File: src/rtl/freq_measure_gen_if.sv
// Signal bundle between the square-wave source / result consumer and freq_measure_gen.
// The slave modport is the counter's view; the master modport is the surrounding logic's view.
interface freq_measure_gen_if #(
  parameter int CNT_W = 32
);
  logic             square;
  logic             start;
  logic             cont_mode;
  logic [CNT_W-1:0] cnt_clk;
  logic [CNT_W-1:0] cnt_squ;
  logic [CNT_W-1:0] cnt_pulse;
  logic             valid;
  logic             overflow;
  logic             timeout;
  logic             busy;

  modport master (
    output square, start, cont_mode,
    input  cnt_clk, cnt_squ, cnt_pulse, valid, overflow, timeout, busy
  );

  modport slave (
    input  square, start, cont_mode,
    output cnt_clk, cnt_squ, cnt_pulse, valid, overflow, timeout, busy
  );
endinterface

File: src/rtl/freq_measure_gen.sv
// Reciprocal frequency / duty-cycle counter: windows span whole input periods, opening and
// closing on synchronised rising edges, with saturating counters, timeout and continuous mode.
module freq_measure_gen #(
  parameter int CNT_W          = 32,
  parameter int GATE_CYCLES    = 100_000_000,
  parameter int SYNC_STAGES    = 2,
  parameter int TIMEOUT_CYCLES = 200_000_000
) (
  input  logic              clk_100M,
  input  logic              rst,
  freq_measure_gen_if.slave bus
);

  localparam int GATE_W = (GATE_CYCLES > 2) ? $clog2(GATE_CYCLES) : 1;
  localparam int TMO_W  = (TIMEOUT_CYCLES > 2) ? $clog2(TIMEOUT_CYCLES) : 1;
  localparam logic [GATE_W-1:0] GATE_LAST = GATE_W'(GATE_CYCLES - 1);
  localparam logic [TMO_W-1:0]  TMO_LAST  = TMO_W'(TIMEOUT_CYCLES - 1);

  typedef enum logic [1:0] {IDLE, WAIT_OPEN, MEASURE, WAIT_CLOSE} state_t;

  // Increment with saturation; the MSB of the result flags an attempt to pass the maximum.
  function automatic logic [CNT_W:0] sat_inc(input logic [CNT_W-1:0] v, input logic en);
    if (!en)
      return {1'b0, v};
    if (&v)
      return {1'b1, v};
    return {1'b0, v + CNT_W'(1)};
  endfunction

  state_t              state_q;
  logic [SYNC_STAGES-1:0] sync_q;
  logic                s_d_q;
  logic [CNT_W-1:0]    clk_q, squ_q, pulse_q;
  logic                sat_q;
  logic [GATE_W-1:0]   gate_q;
  logic [TMO_W-1:0]    tmo_q;
  logic [CNT_W-1:0]    res_clk_q, res_squ_q, res_pulse_q;
  logic                ovf_q, valid_q, timeout_q;

  logic                s, rise;
  logic [CNT_W-1:0]    clk_d, squ_d, pulse_d;
  logic                ovf_clk, ovf_squ, ovf_pul, sat_d;

  assign s    = sync_q[SYNC_STAGES-1];
  assign rise = s & ~s_d_q;

  // Counter values as they would stand after counting the current cycle.
  always_comb begin
    {ovf_clk, clk_d}   = sat_inc(clk_q, 1'b1);
    {ovf_squ, squ_d}   = sat_inc(squ_q, rise);
    {ovf_pul, pulse_d} = sat_inc(pulse_q, s);
    sat_d = sat_q | ovf_clk | ovf_squ | ovf_pul;
  end

  always_ff @(posedge clk_100M or posedge rst) begin
    if (rst) begin
      state_q     <= IDLE;
      sync_q      <= '0;
      s_d_q       <= 1'b0;
      clk_q       <= '0;
      squ_q       <= '0;
      pulse_q     <= '0;
      sat_q       <= 1'b0;
      gate_q      <= '0;
      tmo_q       <= '0;
      res_clk_q   <= '0;
      res_squ_q   <= '0;
      res_pulse_q <= '0;
      ovf_q       <= 1'b0;
      valid_q     <= 1'b0;
      timeout_q   <= 1'b0;
    end else begin
      sync_q    <= {sync_q[SYNC_STAGES-2:0], bus.square};
      s_d_q     <= s;
      valid_q   <= 1'b0;
      timeout_q <= 1'b0;
      case (state_q)
        IDLE: begin
          if (bus.start) begin
            state_q <= WAIT_OPEN;
            tmo_q   <= '0;
          end
        end
        WAIT_OPEN: begin
          if (rise) begin
            state_q <= MEASURE;
            clk_q   <= '0;
            squ_q   <= '0;
            pulse_q <= '0;
            sat_q   <= 1'b0;
            gate_q  <= '0;
          end else if (tmo_q == TMO_LAST) begin
            timeout_q <= 1'b1;
            tmo_q     <= '0;
            state_q   <= bus.cont_mode ? WAIT_OPEN : IDLE;
          end else begin
            tmo_q <= tmo_q + TMO_W'(1);
          end
        end
        MEASURE: begin
          clk_q   <= clk_d;
          squ_q   <= squ_d;
          pulse_q <= pulse_d;
          sat_q   <= sat_d;
          gate_q  <= gate_q + GATE_W'(1);
          if (gate_q == GATE_LAST) begin
            state_q <= WAIT_CLOSE;
            tmo_q   <= '0;
          end
        end
        WAIT_CLOSE: begin
          if (rise) begin
            // The closing edge doubles as the next opening edge in continuous mode.
            res_clk_q   <= clk_d;
            res_squ_q   <= squ_d;
            res_pulse_q <= pulse_d;
            ovf_q       <= sat_d;
            valid_q     <= 1'b1;
            clk_q       <= '0;
            squ_q       <= '0;
            pulse_q     <= '0;
            sat_q       <= 1'b0;
            gate_q      <= '0;
            state_q     <= bus.cont_mode ? MEASURE : IDLE;
          end else begin
            clk_q   <= clk_d;
            squ_q   <= squ_d;
            pulse_q <= pulse_d;
            sat_q   <= sat_d;
            if (tmo_q == TMO_LAST) begin
              timeout_q <= 1'b1;
              tmo_q     <= '0;
              state_q   <= bus.cont_mode ? WAIT_OPEN : IDLE;
            end else begin
              tmo_q <= tmo_q + TMO_W'(1);
            end
          end
        end
        default: state_q <= IDLE;
      endcase
    end
  end

  assign bus.cnt_clk   = res_clk_q;
  assign bus.cnt_squ   = res_squ_q;
  assign bus.cnt_pulse = res_pulse_q;
  assign bus.valid     = valid_q;
  assign bus.overflow  = ovf_q;
  assign bus.timeout   = timeout_q;
  assign bus.busy      = (state_q != IDLE);

endmodule
File: src/flat_wrapper.sv
// flat-port wrapper written by rule: the top's interface ports become plain ports
module freq_measure_gen_flat 
#(
  parameter int CNT_W          = 32,
  parameter int GATE_CYCLES    = 100_000_000,
  parameter int SYNC_STAGES    = 2,
  parameter int TIMEOUT_CYCLES = 200_000_000
)
  (clk_100M, rst, bus_square, bus_start, bus_cont_mode, bus_cnt_clk, bus_cnt_squ, bus_cnt_pulse, bus_valid, bus_overflow, bus_timeout, bus_busy);
  freq_measure_gen_if #(.CNT_W(CNT_W)) bus_i ();
  input  logic clk_100M;
  input  logic rst;
  input wire logic [$bits(bus_i.square)-1:0] bus_square;
  input wire logic [$bits(bus_i.start)-1:0] bus_start;
  input wire logic [$bits(bus_i.cont_mode)-1:0] bus_cont_mode;
  output wire logic [$bits(bus_i.cnt_clk)-1:0] bus_cnt_clk;
  output wire logic [$bits(bus_i.cnt_squ)-1:0] bus_cnt_squ;
  output wire logic [$bits(bus_i.cnt_pulse)-1:0] bus_cnt_pulse;
  output wire logic [$bits(bus_i.valid)-1:0] bus_valid;
  output wire logic [$bits(bus_i.overflow)-1:0] bus_overflow;
  output wire logic [$bits(bus_i.timeout)-1:0] bus_timeout;
  output wire logic [$bits(bus_i.busy)-1:0] bus_busy;
  assign bus_i.square = bus_square;
  assign bus_i.start = bus_start;
  assign bus_i.cont_mode = bus_cont_mode;
  assign bus_cnt_clk = bus_i.cnt_clk;
  assign bus_cnt_squ = bus_i.cnt_squ;
  assign bus_cnt_pulse = bus_i.cnt_pulse;
  assign bus_valid = bus_i.valid;
  assign bus_overflow = bus_i.overflow;
  assign bus_timeout = bus_i.timeout;
  assign bus_busy = bus_i.busy;
  freq_measure_gen #(.CNT_W(CNT_W), .GATE_CYCLES(GATE_CYCLES), .SYNC_STAGES(SYNC_STAGES), .TIMEOUT_CYCLES(TIMEOUT_CYCLES)) u_core (.clk_100M(clk_100M), .rst(rst), .bus(bus_i));
endmodule
File: config.mk
export PLATFORM = sky130hd
export DESIGN_NAME = freq_measure_gen_flat
export DESIGN_NICKNAME = d
export VERILOG_FILES = /design/src/rtl/freq_measure_gen_if.sv /design/src/rtl/freq_measure_gen.sv /design/src/flat_wrapper.sv
export SDC_FILE = /design/constraint.sdc
export NUM_CORES = 1
export LEC_CHECK = 0
export ABC_AREA = 1
export CAP_MARGIN = 15
export CELL_PAD_IN_SITES_DETAIL_PLACEMENT = 1
export CELL_PAD_IN_SITES_GLOBAL_PLACEMENT = 1
export CORE_ASPECT_RATIO = 0.8
export CORE_MARGIN = 4
export CORE_UTILIZATION = 39
export DETAILED_ROUTE_END_ITERATION = 10
export PLACE_DENSITY = 0.77
export SYNTH_ARGS = -nofsm -noshare
export SYNTH_HDL_FRONTEND = slang
export SYNTH_SLANG_ARGS = --single-unit
File: constraint.sdc
create_clock -name clk_100M -period 7.9 [get_ports clk_100M]
set_input_delay 0.79 -clock clk_100M [delete_from_list [all_inputs] [get_ports clk_100M]]
set_output_delay 0.79 -clock clk_100M [all_outputs]
set_load 0.01 [all_outputs]
# Word level (Yosys, flattened, before mapping)
# Cells that the tools add are included.
[totals]
out_inout_bits = 100
wordCells = 93
inputBits = 5
reg_bits = 256
[classes]
addsub = 5
n_eq_ne = 10
muxes = 45
n_reduce_logical = 13
n_bitwise = 5
[ops]
columns = ["cell", "count"]
rows = [
  ["$mux W33", 10],
  ["$pmux W32 S3", 3],
  ["$mux W32", 4],
  ["$mux W28", 4],
  ["$add A32 B1 Y32 const B", 3],
  ["$reduce_and A32 Y1", 3],
  ["$pmux W28 S3", 1],
  ["$pmux W27 S2", 1],
  ["$add A28 B1 Y28 const B", 1],
  ["$eq A28 B28 Y1 const B", 1],
  ["$add A27 B1 Y27 const B", 1],
  ["$eq A27 B27 Y1 const B", 1],
  ["$mux W27", 1],
  ["$mux W1", 13],
  ["$mux W2", 6],
  ["$pmux W2 S4", 1],
  ["$reduce_and A2 Y1", 4],
  ["$ne A2 B1 Y1 const B", 3],
  ["$eq A2 B2 Y1 const B", 2],
  ["$ne A2 B2 Y1 const B", 2],
  ["$reduce_bool A2 Y1", 2],
  ["$or A1 B1 Y1", 3],
  ["$pmux W1 S3", 1],
  ["$reduce_and A3 Y1", 1],
  ["other kinds (6)", 6],
]

# Logic depth before layout (Yosys ltp)
[logic_depth]
ltp_word = 10
depth_mapped = 12
mapped_depth_nobuf = 12

# Worst setup path before layout
# Ideal clock, no wire load.
[synth_timing]
path_type = "reg-to-reg"
from = "reg u_core.pulse_q[1]"
to = "reg u_core.res_pulse_q[1], in the netlist u_core.bus.cnt_pulse[1]"
stages_incl_launch_ff = 12
required_time_ns = 7.783
arrival_ns = 1.619
path_slack_ns = 6.163
synth_period_minus_slack_ns = 1.737
path_buffers = 1
setup_ns = 0.117
path_cell_list = "dfrtp_1 ha_1 inv_1 nor2_4 nand2_2 nor2_4 nand2_2 buf_6 nor2_1 o21ai_0 nand3_1 nand2_1"
[synth_between]
elab_chain_len = 5
word_cells_on_any_way = 8
cone_classes = "1 x add/sub; 6 x mux; 1 x reduce/logical"
[synth_rtl]
columns = ["item", "line_no", "text"]
rows = [
  ["from (decl)", "freq_measure_gen.sv:33", "logic [CNT_W-1:0] clk_q, squ_q, pulse_q;"],
  ["from (signal assigned)", "freq_measure_gen.sv:103", "pulse_q <= pulse_d;"],
  ["from (signal assigned)", "freq_measure_gen.sv:128", "pulse_q <= pulse_d;"],
  ["branches (longest 4 deep; another with $add A32 B1 Y32)", "--", ""],
  ["$mux W33 *", "freq_measure_gen.sv:25", "if (&v)"],
  ["to (signal assigned)", "freq_measure_gen.sv:116", "res_pulse_q <= pulse_d;"],
  ["to (decl)", "freq_measure_gen.sv:37", "logic [CNT_W-1:0] res_clk_q, res_squ_q, res_pulse_q;"],
]
# Mark *: on every way between the ends. The select of a mux whose other input is x is not followed.
# A chain may end at the register's enable or synchronous reset.

# Final worst setup path
[layout_timing]
from = "reg u_core.sync_q[1]"
to = "reg u_core.pulse_q[14]"
[layout_between]
elab_chain_len = 3
word_cells_on_any_way = 6
cone_classes = "1 x eq/ne; 3 x mux; 1 x bitwise; 1 x reduce/logical"
[layout_rtl]
columns = ["item", "line_no", "text"]
rows = [
  ["from (decl)", "freq_measure_gen.sv:31", "logic [SYNC_STAGES-1:0] sync_q;"],
  ["from (signal assigned)", "freq_measure_gen.sv:73", "sync_q <= {sync_q[SYNC_STAGES-2:0], bus.square};"],
  ["$mux W33 / $and A1 B1 Y1 (equally long branches)", "freq_measure_gen.sv:25, freq_measure_gen.sv:45", ""],
  ["$mux W32 / $ne A2 B1 Y1 (equally long branches)", "--", ""],
  ["$pmux W32 S3 / $reduce_and A2 Y1 (equally long branches)", "--", ""],
]
# Parallel ways exist; a longest one is shown, timed or not.

==> metrics <==
clock root buffer master clkbuf_16; HPWL after DPL 34.4 mm; Worst Tran Pin Value 1.07 ns; status complete, no violations; CP peak stage delay 0.69 ns; number of remaining DRC errors 0; largest net degree at the start of global routing 127; Req. time, crit path 8.31 ns; final hold violation count 0; Post-synth top flop dfrtp_1; dominant cell type by area after synthesis dfrtp_1; Net Count, Synth 2180; Final ANT Viol Nets 0; Post-synth EDFFs 0; top cells by area, synth dfrtp_1 43%, nand2_1 20%, nand3_1 7.4%, nor2_1 6.2%, inv_1 4.6%; worst-case clock buffer depth 3; Post-CTS Resized 0; fraction of registers with async set/reset 100%; startpoint types flip-flop; Post-CTS Setup Bufs 0; max_cap viols 0; Worst Setup End Kind flip-flop; Crit path top cell by count inv_2; max frequency 250 MHz; placed cell areas 16300 µm²; min Tclk post-route 4.00 ns; final setup fails 0; clk_lat worst skew 0.58 ns; Slowest cell on crit path nor2_8; Layout area overhead 15.6%; Worst Path Arrival 4.41 ns; worst-path fanout max 55; # clock sinks 256; Final GP Congestion 0.949; first-pass GRT wire length 80.8 mm; final hold slack 0.349 ns; Util after Layout 46.1%; vias in the first global route 15200; via count 14700; RSZ-0062 raised after global routing false; top-count cell post-synth nand2_1; clk slew on worst S/H paths 0.06 ns; vias per cell 5.35; Pleak 0.00823 µW; initial antenna violation count 0; mapped cell area 15000 µm²; Power Density 215 nW/µm²; grt total ovfl 0; CTS buffer count 29; WP depth 10; final net count 2246; clock skew 0.0198 ns; num rows 63; final wirelength 48.6 mm; worst hold path class reg -> reg; R2R cell count 10; post-synthesis instance total 2170; Crit path max-delay family buffers and inverters; Layout fillers 4825; DIE AREA 41600 µm²; Crit Path Class reg -> reg; Yosys top cell area share 42.8%; Initial DRC Count 952; port bufs 104; synth unique cells 42; Die H 183 µm; post-synthesis sequential area ratio 42.8%; diode count 0; syn_area_per_cell 6.91 µm²; core area 37500 µm²; first-pass iteration count of the detailed router 5; Hold Crit Depth 0; total power 3730 µW; # IOs 105; final setup TNS 0 ns; register bit count reported by yosys 256; Worst Path Buf+Inv 5; share of layout cells above drive strength 1 4.65%; Hold-fix buffers, CTS 0; Initial Util 39.9%; Slew HR 28.7%; VDD IR max 0.156 mV; total track usage 23.5%; Ys Warns 0; CTS tree yes; DR WL/cell 17.7 µm; DIE WIDTH 227 µm; Synth top cells by count 794 x nand2_1, 256 x dfrtp_1, 247 x nor2_1; H-tree depth 1; fin area 17300 µm²; CP Cell Sequence buf_4, inv_2, nor2_8, inv_4, nor2_4, inv_2, nand2_1, inv_2, nand3_1, o21ai_0; Tcrit/Tclk final 50.6%; Max Slew Vio Count 0
==> report_power, final <==
| part | switching, µW | internal [µW] | leakage [µW] |
|---|---|---|---|
| logic | 505 | 224 | 0.00442 |
| clock network | 590 | 875 | 0.000496 |
| registers | 132 | 1400 | 0.00332 |
==> per-layer routing <==
layer / up-vias / part of all wire [%] / GRT usage (%)
met5: - / 0 / 0
met4: 0 / 3.0 / 6.80
met3: 78 / 3.9 / 2.74
met2: 277 / 44 / 37.2
met1: 7245 / 49 / 34.1
li1: 7071 / - / -
==> final cells by class <==
class	instances	area, µm²	share of cell area [%]
clock buffers	38	800	4.62
clock inverters	14	209	1.21
inverters	192	732	4.23
multi-input cells	1644	7440	43.0
flip-flops and latches	256	6410	37.0
well taps	487	609	3.52
repair buffers	113	1120	6.45
==> state kept, by name, summed over array words and instances (netlist names) <==
name	count
u_core.bus.cnt_clk	32
u_core.bus.cnt_squ	32
u_core.bus.cnt_pulse	32
u_core.pulse_q	32
u_core.squ_q	32
u_core.sync_q	2
u_core.clk_q	32
u_core.gate_q	27
u_core.tmo_q	28
u_core.bus.timeout	1
u_core.bus.overflow	1
u_core.s_d_q	1
u_core.bus.valid	1
u_core.sat_q	1
u_core.state_q	2
==> per-stage QoR <==
step                instances  setup slack (ns)
floorplan                2170            0.0683
global placement         2691              4.18
detailed placement       2691              3.95
CTS                      2743              3.96
global route             2744              3.54
finish                   2744              3.90
==> kinds of logic after synthesis <==
logic type / Yosys count / synth area share (%)
AOI/OAI and AO/OA: 192 / 7.06
xor gates and xnor gates: 52 / 3.04
and+or+nand+nor: 1395 / 39.2
DFF: 256 / 42.8
adders and majority gates: 5 / 0.418
buffers and inverters: 270 / 7.57
==> final timing paths <==
path / startpoint / slack (ns) / to
max: u_core.sync_q[1] / 3.90 / u_core.pulse_q[14]
min: u_core.sync_q[0] / 0.35 / u_core.sync_q[1]
max reg2reg: u_core.sync_q[1] / 3.90 / u_core.pulse_q[14]
min reg2reg: u_core.sync_q[0] / 0.35 / u_core.sync_q[1]
max in group asynchronous: rst / 5.49 / u_core.pulse_q[9]
min in group asynchronous: rst / 0.83 / u_core.clk_q[4]
==> worst register-to-register path: stages (launching register included) <==
cell and delay (ns):
dfrtp_1 0.32, buf_4 0.39, inv_2 0.37, nor2_8 0.70, inv_4 0.18, nor2_4 0.19
inv_2 0.19, nand2_1 0.54, inv_2 0.61, nand3_1 0.25, o21ai_0 0.11
==> layout by cell type (no fill, tap or decap), drive strengths merged, types with 2 or more instances in the layout <==
cell and count:
a21o 2, a21oi 12, a31oi 20, and3 3
buf 9, bufinv 5, clkbuf 38, clkdlybuf4s50 104
clkinv 6, dfrtp 256, ha 5, inv 194
nand2 804, nand3 222, nand3b 3, nand4 40
nor2 265, nor3 49, nor3b 2, o211ai 9
o21ai 131, o21bai 2, o22ai 13, or2 5
xnor2 9, xor2 43
Note: power is estimated with default switching activity, not from simulation.
